<file path="config.mk">
export PLATFORM = sky130hd
export DESIGN_NAME = entity_slot_scheduler_flat
export DESIGN_NICKNAME = d
export VERILOG_FILES = /design/src/rtl/entity_slot_scheduler_if.sv /design/src/rtl/entity_slot_scheduler.sv /design/src/flat_wrapper.sv
export SDC_FILE = /design/constraint.sdc
export NUM_CORES = 1
export LEC_CHECK = 0
export CORE_AREA = 2 2 148 150
export CTS_CLUSTER_SIZE = 8
export DETAILED_ROUTE_END_ITERATION = 7
export DIE_AREA = 0 0 150 152
export GPL_ROUTABILITY_DRIVEN = 0
export PLACE_DENSITY = 0.76
export SYNTH_ARGS = -nofsm -noshare
export SYNTH_HDL_FRONTEND = slang
export SYNTH_SLANG_ARGS = --single-unit
</file>
<file path="constraint.sdc">
create_clock -name clk -period 4.2 [get_ports clk]
set_input_delay 1.05 -clock clk [delete_from_list [all_inputs] [get_ports clk]]
set_output_delay 1.05 -clock clk [all_outputs]
set_load 0.005 [all_outputs]
</file>
<file path="src/rtl/entity_slot_scheduler_if.sv">
// Requester-side bundle for the entity slot scheduler: two write ports,
// each a valid/ready handshake carrying a slot index and an entity word.
interface entity_slot_scheduler_if;
   logic        req0_valid;
   logic [3:0]  req0_slot;
   logic [13:0] req0_data;
   logic        req0_ready;
   logic        req1_valid;
   logic [3:0]  req1_slot;
   logic [13:0] req1_data;
   logic        req1_ready;

   // Game-logic side: drives requests, observes acceptance.
   modport master (
      output req0_valid, req0_slot, req0_data,
      output req1_valid, req1_slot, req1_data,
      input  req0_ready, req1_ready
   );

   // Scheduler side.
   modport slave (
      input  req0_valid, req0_slot, req0_data,
      input  req1_valid, req1_slot, req1_data,
      output req0_ready, req1_ready
   );
endinterface

</file>
<file path="src/rtl/entity_slot_scheduler.sv">
// Entity slot scheduler: two round-robin requesters write a 9-entry shadow
// table; at the start of vertical blanking (or on force_commit) the shadow
// table is copied one slot per cycle into the active table that feeds the
// frame buffer, so entity_1..entity_9 never change during active video.
module entity_slot_scheduler #(
   parameter logic [9:0]  V_TRIGGER   = 10'd480,
   parameter logic [9:0]  H_TRIGGER   = 10'd0,
   parameter logic [13:0] IDLE_ENTITY = 14'h3C00
) (
   input  logic                          clk,
   input  logic                          reset,
   input  logic [9:0]                    counter_V,
   input  logic [9:0]                    counter_H,
   input  logic                          force_commit,
   entity_slot_scheduler_if.slave        req,
   output logic [13:0]                   entity_1,
   output logic [13:0]                   entity_2,
   output logic [13:0]                   entity_3,
   output logic [13:0]                   entity_4,
   output logic [13:0]                   entity_5,
   output logic [13:0]                   entity_6,
   output logic [13:0]                   entity_7,
   output logic [13:0]                   entity_8,
   output logic [13:0]                   entity_9,
   output logic                          commit_busy,
   output logic                          commit_done,
   output logic                          slot_err
);

   typedef enum logic {S_IDLE, S_COMMIT} state_t;

   state_t            state_q, state_d;
   logic [3:0]        idx_q, idx_d;
   logic [8:0][13:0]  shadow_q;
   logic [8:0][13:0]  active_q;
   logic              last_grant_q;   // 1 = requester 1 was granted most recently
   logic              done_q, done_d;
   logic              slot_err_q;

   logic              trigger;
   logic              gnt0, gnt1;
   logic              wr_en;
   logic [3:0]        wr_slot;
   logic [13:0]       wr_data;

   assign trigger = ((counter_V == V_TRIGGER) && (counter_H == H_TRIGGER)) || force_commit;

   // Next state, commit index and round-robin grant; writes only in IDLE off the trigger cycle.
   always_comb begin
      state_d = state_q;
      idx_d   = idx_q;
      done_d  = 1'b0;
      gnt0    = 1'b0;
      gnt1    = 1'b0;
      case (state_q)
         S_IDLE: begin
            if (trigger) begin
               state_d = S_COMMIT;
               idx_d   = 4'd0;
            end else begin
               if (req.req0_valid && (!req.req1_valid || last_grant_q)) gnt0 = 1'b1;
               else if (req.req1_valid)                                gnt1 = 1'b1;
            end
         end
         S_COMMIT: begin
            // Triggers seen here are dropped; the sequence is a fixed 9 copies.
            if (idx_q == 4'd8) begin
               state_d = S_IDLE;
               idx_d   = 4'd0;
               done_d  = 1'b1;
            end else begin
               idx_d = idx_q + 4'd1;
            end
         end
         default: state_d = S_IDLE;
      endcase
      if (reset) begin
         gnt0 = 1'b0;
         gnt1 = 1'b0;
      end
   end

   assign req.req0_ready = gnt0;
   assign req.req1_ready = gnt1;

   assign wr_en   = gnt0 | gnt1;
   assign wr_slot = gnt0 ? req.req0_slot : req.req1_slot;
   assign wr_data = gnt0 ? req.req0_data : req.req1_data;

   // FSM state, commit index, and status pulses.
   always_ff @(posedge clk) begin
      if (reset) begin
         state_q      <= S_IDLE;
         idx_q        <= 4'd0;
         done_q       <= 1'b0;
         slot_err_q   <= 1'b0;
         last_grant_q <= 1'b1;
      end else begin
         state_q    <= state_d;
         idx_q      <= idx_d;
         done_q     <= done_d;
         // Out-of-range slots are consumed but flagged one cycle later.
         slot_err_q <= wr_en && (wr_slot > 4'd8);
         if (wr_en) last_grant_q <= gnt1;
      end
   end

   // Shadow table: the last accepted write to a slot before a commit wins.
   always_ff @(posedge clk) begin
      if (reset) begin
         for (int k = 0; k < 9; k++) shadow_q[k] <= IDLE_ENTITY;
      end else if (wr_en && (wr_slot <= 4'd8)) begin
         shadow_q[wr_slot] <= wr_data;
      end
   end

   // Active table: one slot copied per COMMIT cycle, slot 0 first.
   always_ff @(posedge clk) begin
      if (reset) begin
         for (int k = 0; k < 9; k++) active_q[k] <= IDLE_ENTITY;
      end else if (state_q == S_COMMIT) begin
         active_q[idx_q] <= shadow_q[idx_q];
      end
   end

   assign entity_1    = active_q[0];
   assign entity_2    = active_q[1];
   assign entity_3    = active_q[2];
   assign entity_4    = active_q[3];
   assign entity_5    = active_q[4];
   assign entity_6    = active_q[5];
   assign entity_7    = active_q[6];
   assign entity_8    = active_q[7];
   assign entity_9    = active_q[8];
   assign commit_busy = (state_q == S_COMMIT);
   assign commit_done = done_q;
   assign slot_err    = slot_err_q;

endmodule
</file>
<file path="src/flat_wrapper.sv">
// flat-port wrapper written by rule: the top's interface ports become plain ports
module entity_slot_scheduler_flat 
#(
   parameter logic [9:0]  V_TRIGGER   = 10'd480,
   parameter logic [9:0]  H_TRIGGER   = 10'd0,
   parameter logic [13:0] IDLE_ENTITY = 14'h3C00
)
  (clk, reset, counter_V, counter_H, force_commit, entity_1, entity_2, entity_3, entity_4, entity_5, entity_6, entity_7, entity_8, entity_9, commit_busy, commit_done, slot_err, req_req0_valid, req_req0_slot, req_req0_data, req_req1_valid, req_req1_slot, req_req1_data, req_req0_ready, req_req1_ready);
  entity_slot_scheduler_if req_i ();
  input  logic clk;
  input  logic reset;
  input  logic [9:0] counter_V;
  input  logic [9:0] counter_H;
  input  logic force_commit;
  output logic [13:0] entity_1;
  output logic [13:0] entity_2;
  output logic [13:0] entity_3;
  output logic [13:0] entity_4;
  output logic [13:0] entity_5;
  output logic [13:0] entity_6;
  output logic [13:0] entity_7;
  output logic [13:0] entity_8;
  output logic [13:0] entity_9;
  output logic commit_busy;
  output logic commit_done;
  output logic slot_err;
  input wire logic [$bits(req_i.req0_valid)-1:0] req_req0_valid;
  input wire logic [$bits(req_i.req0_slot)-1:0] req_req0_slot;
  input wire logic [$bits(req_i.req0_data)-1:0] req_req0_data;
  input wire logic [$bits(req_i.req1_valid)-1:0] req_req1_valid;
  input wire logic [$bits(req_i.req1_slot)-1:0] req_req1_slot;
  input wire logic [$bits(req_i.req1_data)-1:0] req_req1_data;
  output wire logic [$bits(req_i.req0_ready)-1:0] req_req0_ready;
  output wire logic [$bits(req_i.req1_ready)-1:0] req_req1_ready;
  assign req_i.req0_valid = req_req0_valid;
  assign req_i.req0_slot = req_req0_slot;
  assign req_i.req0_data = req_req0_data;
  assign req_i.req1_valid = req_req1_valid;
  assign req_i.req1_slot = req_req1_slot;
  assign req_i.req1_data = req_req1_data;
  assign req_req0_ready = req_i.req0_ready;
  assign req_req1_ready = req_i.req1_ready;
  entity_slot_scheduler #(.V_TRIGGER(V_TRIGGER), .H_TRIGGER(H_TRIGGER), .IDLE_ENTITY(IDLE_ENTITY)) u_core (.clk(clk), .reset(reset), .counter_V(counter_V), .counter_H(counter_H), .force_commit(force_commit), .req(req_i), .entity_1(entity_1), .entity_2(entity_2), .entity_3(entity_3), .entity_4(entity_4), .entity_5(entity_5), .entity_6(entity_6), .entity_7(entity_7), .entity_8(entity_8), .entity_9(entity_9), .commit_busy(commit_busy), .commit_done(commit_done), .slot_err(slot_err));
endmodule
</file>
==> impl_metrics.yaml, run 1 <==
layout:
  fin_nets: 1240
  layoutNonFillerInstCount: 1456
  antenna_cells: 0
  fin_util_pct: 63.3
  layout-drive-gt1-share_pct: 12.2
  register_area_um2: 5210
  multi_input_area_um2: 4830
  area.growth.synth_to_final_pct: 29.6
  final_common_cell: "dfxtp_1"
  layout_common_cells: "259 x dfxtp_1, 190 x clkdlybuf4s50_1, 139 x nor2_1"
  fillCellCount: 1762
placed_design:
  io_buffer_count: 191
  dpl.hpwl_um: 19000
  dp_cells: 1415
route:
  drt.antenna.violating_nets: 0
  detail_route.first_pass.iterations: 4
  wl_per_cell_um: 19.2
  drt_drc_violations_left: 0
  vias: 8558
  wl_um: 28000
  drt_iter0_markers: 543
  post_drt_via_cell_ratio: 5.88
yosys:
  avgSynthCellArea_um2: 10.5
  ys_seq_area_share_pct: 49.9
  synthFlopType: "dfxtp_1"
  yosys_register_bits: 260
  ys_async_sr_fraction_pct: 0
  syn-num-nets: 1060
  synth_top_area_cell: "dfxtp_1"
  syn-cell-area_um2: 10400
  synthTopCellsByArea: "dfxtp_1 50%, o2bb2ai_1 7.6%, a211oi_1 5.8%"
  synthCells: 995
  ys_types: 61
  yosysWarnings: 0
  synth_edf_count: 0
  yosysTopAreaCellShare_pct: 49.9
sta:
  rsz0062_at_grt: "false"
  worstMarginPinSlew_ns: 1.12
  setup-tns-final_ns: 0
  whs_ns: 0.449
  finalSetupViolations: 0
  clock.fmax_ghz: 0.253
  finalHoldViolCount: 0
  slew_violations: 0
  clock_skew_ns: 0.0108
  period_needed_ns: 3.95
  finalCritPeriodShare_pct: 94.0
  max_slew_margin_pct: 25.5
cts:
  cts_buffers: 38
  post_cts_buffers: 0
  clockBufferDepth: 3
  insertion_delay_ns: 0.51
  clkSinkCount: 260
  cts_hold_buffers: 0
  root_buffer: "clkbuf_16"
  cts_resized: 0
  htree_levels: 2
  path_clk_slew_ns: 0.05
  cts_tree: "yes"
power_and_ir_drop:
  peakVddDrop_v: 0.000232
  power.leakage_nw: 4.78
  total_power_mw: 5.57
  powerDensity_nw_per_um2: 412
min_path:
  whs_path_depth: 2
  hp-class: "reg2reg"
setup_path:
  cp.arrival_ns: 2.90
  critical_path.max_stage_delay_ns: 0.54
  worstPathBufferInverterCount: 2
  cp_common_cell: "clkdlybuf4s50_1"
  cp.depth: 6
  critical-path-top-delay-family: "simple AND/OR/NAND/NOR gates"
  crit_path_max_fanout: 3
  r2r_cells: 5
  startpoint_type: "input port"
  required_ns: 3.15
  crit_chain: "clkdlybuf4s50_1 > or4_4 > nor2_4 > a21oi_4 > and3_1 > clkdlybuf4s50_1"
  slowest_stage: "or4_4"
  crit_type: "in2out"
  end_kind: "output pin"
global_routing:
  grt_antenna_before_repair: 0
  grt_pass1_vias: 8435
  grt_overflow: 0
  grt_max_degree: 103
  grt_util_all_layers_pct: 24.1
  grt_pass1_wl_um: 44600
floorplanning:
  dieWidth_um: 150
  die_h_um: 152
  core_um2: 21400
  start_util_pct: 48.8
  die-area_um2: 22800
  io_pins: 192
  rows: 54
run_status:
  status: "completed"
run:
  maxCapViolations: 0
[Yosys cell counts, drive strengths merged (4+ instances only)]
library cell  instances
dfxtp               260
nor2                141
o2bb2ai              90
a211oi               80
mux2i                60
clkbuf               49
nor3                 43
a31oi                42
o21ai                29
nand2                25
buf                  24
a21oi                15
a22oi                15
mux2                 14
mux4                 14
and2                 10
nand3                10
o21a                 10
inv                   9
nor4                  6
or2                   6
nand2b                5
a32oi                 4
ha                    4
nor3b                 4
[flip-flops by register name, summed over array words and instances, names as in the netlist, 4 cells and up]
signal / flops
u_core.entity_3: 14
u_core.entity_6: 14
u_core.entity_2: 14
u_core.entity_8: 14
u_core.entity_4: 14
u_core.entity_5: 14
u_core.entity_1: 14
u_core.entity_9: 14
u_core.entity_7: 14
u_core.idx_q: 4
u_core.shadow_q: 126
[path summary, 6_finish.rpt]
kind / start / endpoint / slack, ns
hold / removal: u_core.shadow_q[125] / u_core.shadow_q[125] / 0.45
hold reg to reg: u_core.shadow_q[125] / u_core.shadow_q[125] / 0.45
setup / recovery: counter_V[3] / req_req1_ready / 0.25
setup reg to reg: u_core.idx_q[2] / u_core.entity_6[0] / 1.47
[metal layers]
layer  wire (um)  part of all wire (%)  track usage, %
met5           0                     0               0
met4         482                   1.7            7.32
met3        1690                   6.0            4.71
met2       13400                    48            39.9
met1       12500                    45            32.0
[cells by family (layout without fill, tap and decap cells)]
| family | count (synthesis) | in the layout | share of synthesized area (%) |
|---|---|---|---|
| and+or+nand+nor | 264 | 264 | 12.2 |
| muxes | 88 | 88 | 11.4 |
| adders and majority gates | 4 | 4 | 0.480 |
| buffers and inverters | 82 | 263 | 4.03 |
| AOI/OAI and AO/OA | 297 | 297 | 22.0 |
| DFF | 260 | 260 | 49.9 |
[layout make-up]
type | count | area share [%]
multi-input cells | 653 | 35.8
flip-flops and latches | 260 | 38.5
repair buffers | 213 | 15.4
clock inverters | 2 | 0.287
inverters | 9 | 0.250
well taps | 280 | 2.59
clock buffers | 39 | 7.22
[worst reg2reg max path, cell delays in order, from the launching register on]
cell      delay (ns)
dfxtp_2         0.90
buf_4           0.41
mux4_2          0.37
a22oi_1         0.30
o21a_1          0.42
a211oi_1        0.14
[metrics by stage]
step,instance area [um^2],setup WS [ns]
4_1_cts,13500,0.223
3_5_place_dp,12500,0.222
5_1_grt,13500,0.192
6_report,13500,0.254
3_3_place_gp,12500,0.226
2_1_floorplan,10400,0.840
[power by group]
part           total [mW]  switching [mW]  internal, mW
Clock                2.67           0.990          1.68
Combinational       0.373           0.217         0.156
Sequential           2.52          0.0208          2.50
Total                5.57            1.23          4.34
No activity file was read; power rests on OpenSTA's default activity.
==> inputs of run 2 (changes only) <==
Settings changed: ABC_AREA from default to 1, CORE_AREA 2 2 148 150 to 2 2 154 156, DIE_AREA 0 0 150 152 to 0 0 156 158, PLACE_DENSITY 0.76 to 0.75, REMOVE_ABC_BUFFERS from default to 1.
==> impl_metrics.yaml, run 2 <==
yosys:
  synth_edf_count: 0
  syn-cell-area_um2: 11400
  synthFlopType: "dfxtp_1"
  yosys_register_bits: 260
  yosysTopAreaCellShare_pct: 45.8
  yosysMostFrequentCell: "dfxtp_1"
  avgSynthCellArea_um2: 7.43
  synthTopCellsByArea: "dfxtp_1 46%, nand2_1 8.0%, o21ai_0 7.8%"
  yosys-top-cells-count: "260 x dfxtp_1, 241 x nand2_1, 178 x o21ai_0"
  synthCells: 1530
  yosysWarnings: 0
  ys_seq_area_share_pct: 45.8
  ys_async_sr_fraction_pct: 0
  ys_types: 32
  synth_top_area_cell: "dfxtp_1"
cts:
  root_buffer: "clkbuf_16"
  clockBufferDepth: 3
  clkSinkCount: 260
  insertion_delay_ns: 0.52
  cts_tree: "yes"
  cts_buffers: 38
  htree_levels: 2
  cts_hold_buffers: 0
  cts_resized: 0
  path_clk_slew_ns: 0.05
  post_cts_buffers: 0
run_status:
  status: "completed"
route:
  detail_route.first_pass.iterations: 6
  drt_drc_violations_left: 0
  drt_iter0_markers: 1247
  wl_um: 35100
  vias: 11119
  wl_per_cell_um: 17.7
  drt.antenna.violating_nets: 0
  post_drt_via_cell_ratio: 5.62
setup_path:
  slowest_stage: "clkdlybuf4s50_1"
  cp.arrival_ns: 2.81
  critical_path.max_stage_delay_ns: 0.51
  cp-startpoint: "counter_H[9]"
  end_kind: "output pin"
  required_ns: 3.15
  crit_type: "in2out"
  startpoint_type: "input port"
  crit_chain: "clkdlybuf4s50_1 > nor2_1 > and2_1 > nand3_4 > nand2_1 > inv_2 > nand3_1 > nor2_1 > clkdlybuf4s50_1"
  timing.rr.start: "u_core.idx_q[3]"
  crit_path_max_fanout: 9
placed_design:
  place_area_um2: 13400
  dpl.hpwl_um: 22000
  io_buffer_count: 191
  dp_cells: 1936
layout:
  final_cell_area_um2: 14400
  layout-drive-gt1-share_pct: 8.83
  largest_reg_flops: 126
  layout_common_cells: "260 x dfxtp_1, 241 x nand2_1, 191 x clkdlybuf4s50_1"
  multi_input_area_um2: 5000
  final_common_cell: "dfxtp_1"
  area.growth.synth_to_final_pct: 27.0
  fillCellCount: 2033
  layoutNonFillerInstCount: 1978
  fin_util_pct: 62.6
  antenna_cells: 0
  register_area_um2: 5200
  regMostFlops: "u_core.shadow_q"
  fin_nets: 1751
sta:
  slew_violations: 0
  finalSetupViolations: 0
  clock.fmax_ghz: 0.259
  setup-tns-final_ns: 0
  max_slew_margin_pct: 27.2
  finalCritPeriodShare_pct: 91.9
  clock_skew_ns: 0.0104
  finalHoldViolCount: 0
  rsz0062_at_grt: "false"
  worstMarginPinSlew_ns: 1.09
  period_needed_ns: 3.86
floorplanning:
  io_pins: 192
  core_um2: 23100
  rows: 56
  die_h_um: 158
  start_util_pct: 49.3
  dieWidth_um: 156
  die-area_um2: 24600
power_and_ir_drop:
  peakVddDrop_v: 0.000290
  total_power_mw: 5.80
  power.leakage_nw: 5.92
  powerDensity_nw_per_um2: 402
run:
  maxCapViolations: 0
global_routing:
  grt_overflow: 0
  grt_max_degree: 211
  grt_pass1_wl_um: 54700
  grt_antenna_before_repair: 0
  grt_util_all_layers_pct: 27.9
  grt_pass1_vias: 10472
min_path:
  hp-class: "reg2reg"
  holdCritStartpoint: "u_core.entity_9[4]"
[run 2: cell count changes after synthesis, sizes merged, moves of 89 or more]
cell     before  now
o21ai        29  191
a21oi        15  162
o2bb2ai      90    0
inv           9  173
nand2        25  259
nand4         2   91
[run 2: final cells by class]
type	instances	area share [%]
Sequential cell	260	36.1
Multi-Input combinational cell	993	34.6
Timing Repair Buffer	220	15.1
Clock buffer	39	6.76
Inverter	173	4.52
Tap cell	290	2.51
Clock inverter	3	0.407
[run 2: cells by family (layout without fill, tap and decap cells)]
| kind of cell | after synthesis | in the layout | share of synthesized area (%) |
|---|---|---|---|
| AOI/OAI and AO/OA | 386 | 386 | 18.3 |
| and+or+nand+nor | 602 | 602 | 25.0 |
| xor gates and xnor gates | 1 | 1 | 0.0770 |
| DFF | 260 | 260 | 45.8 |
| buffers and inverters | 277 | 435 | 10.4 |
| adders and majority gates | 4 | 4 | 0.440 |
[run 2: worst paths after layout]
path / to / cells past startpoint / slack, ns
min: u_core.entity_9[4] / 2 / 0.45
max reg2reg: u_core.entity_7[0] / 7 / 1.16
min reg2reg: u_core.entity_9[4] / 2 / 0.45
max: req_req1_ready / 9 / 0.34
[run 2: power by group]
group | leakage [nW] | total, mW | switching [mW] | internal, mW
registers | 2.10 | 2.52 | 0.0182 | 2.51
clock network | 0.509 | 2.75 | 1.05 | 1.70
logic | 3.31 | 0.525 | 0.339 | 0.186
total | 5.92 | 5.80 | 1.41 | 4.39
[run 2: through the flow]
step | hold slack [ns] | setup WS, ns
floorplan | 0.424 | -1.45
global placement | 0.433 | 0.366
detailed placement | 0.439 | 0.334
CTS | 0.451 | 0.337
global route | 0.480 | 0.153
finish | 0.454 | 0.339
[run 2: worst max-delay path: cells and delay by family]
family / cells / cell delay (ns)
buffers and inverters: 3 / 1.09
and+or+nand+nor: 6 / 0.67
[run 2: layer usage]
metal	share of wire, %	GRT usage [%]
met2	47	46.0
met1	42	36.3
met4	3.7	11.7
met3	7.8	4.87
met5	0	0
==> inputs of run 3 (changes only) <==
Settings changed: CAP_MARGIN from default to 10.
==> results of run 3 <==
No change in the layout: final DEF, timing and power equal those of run 2.
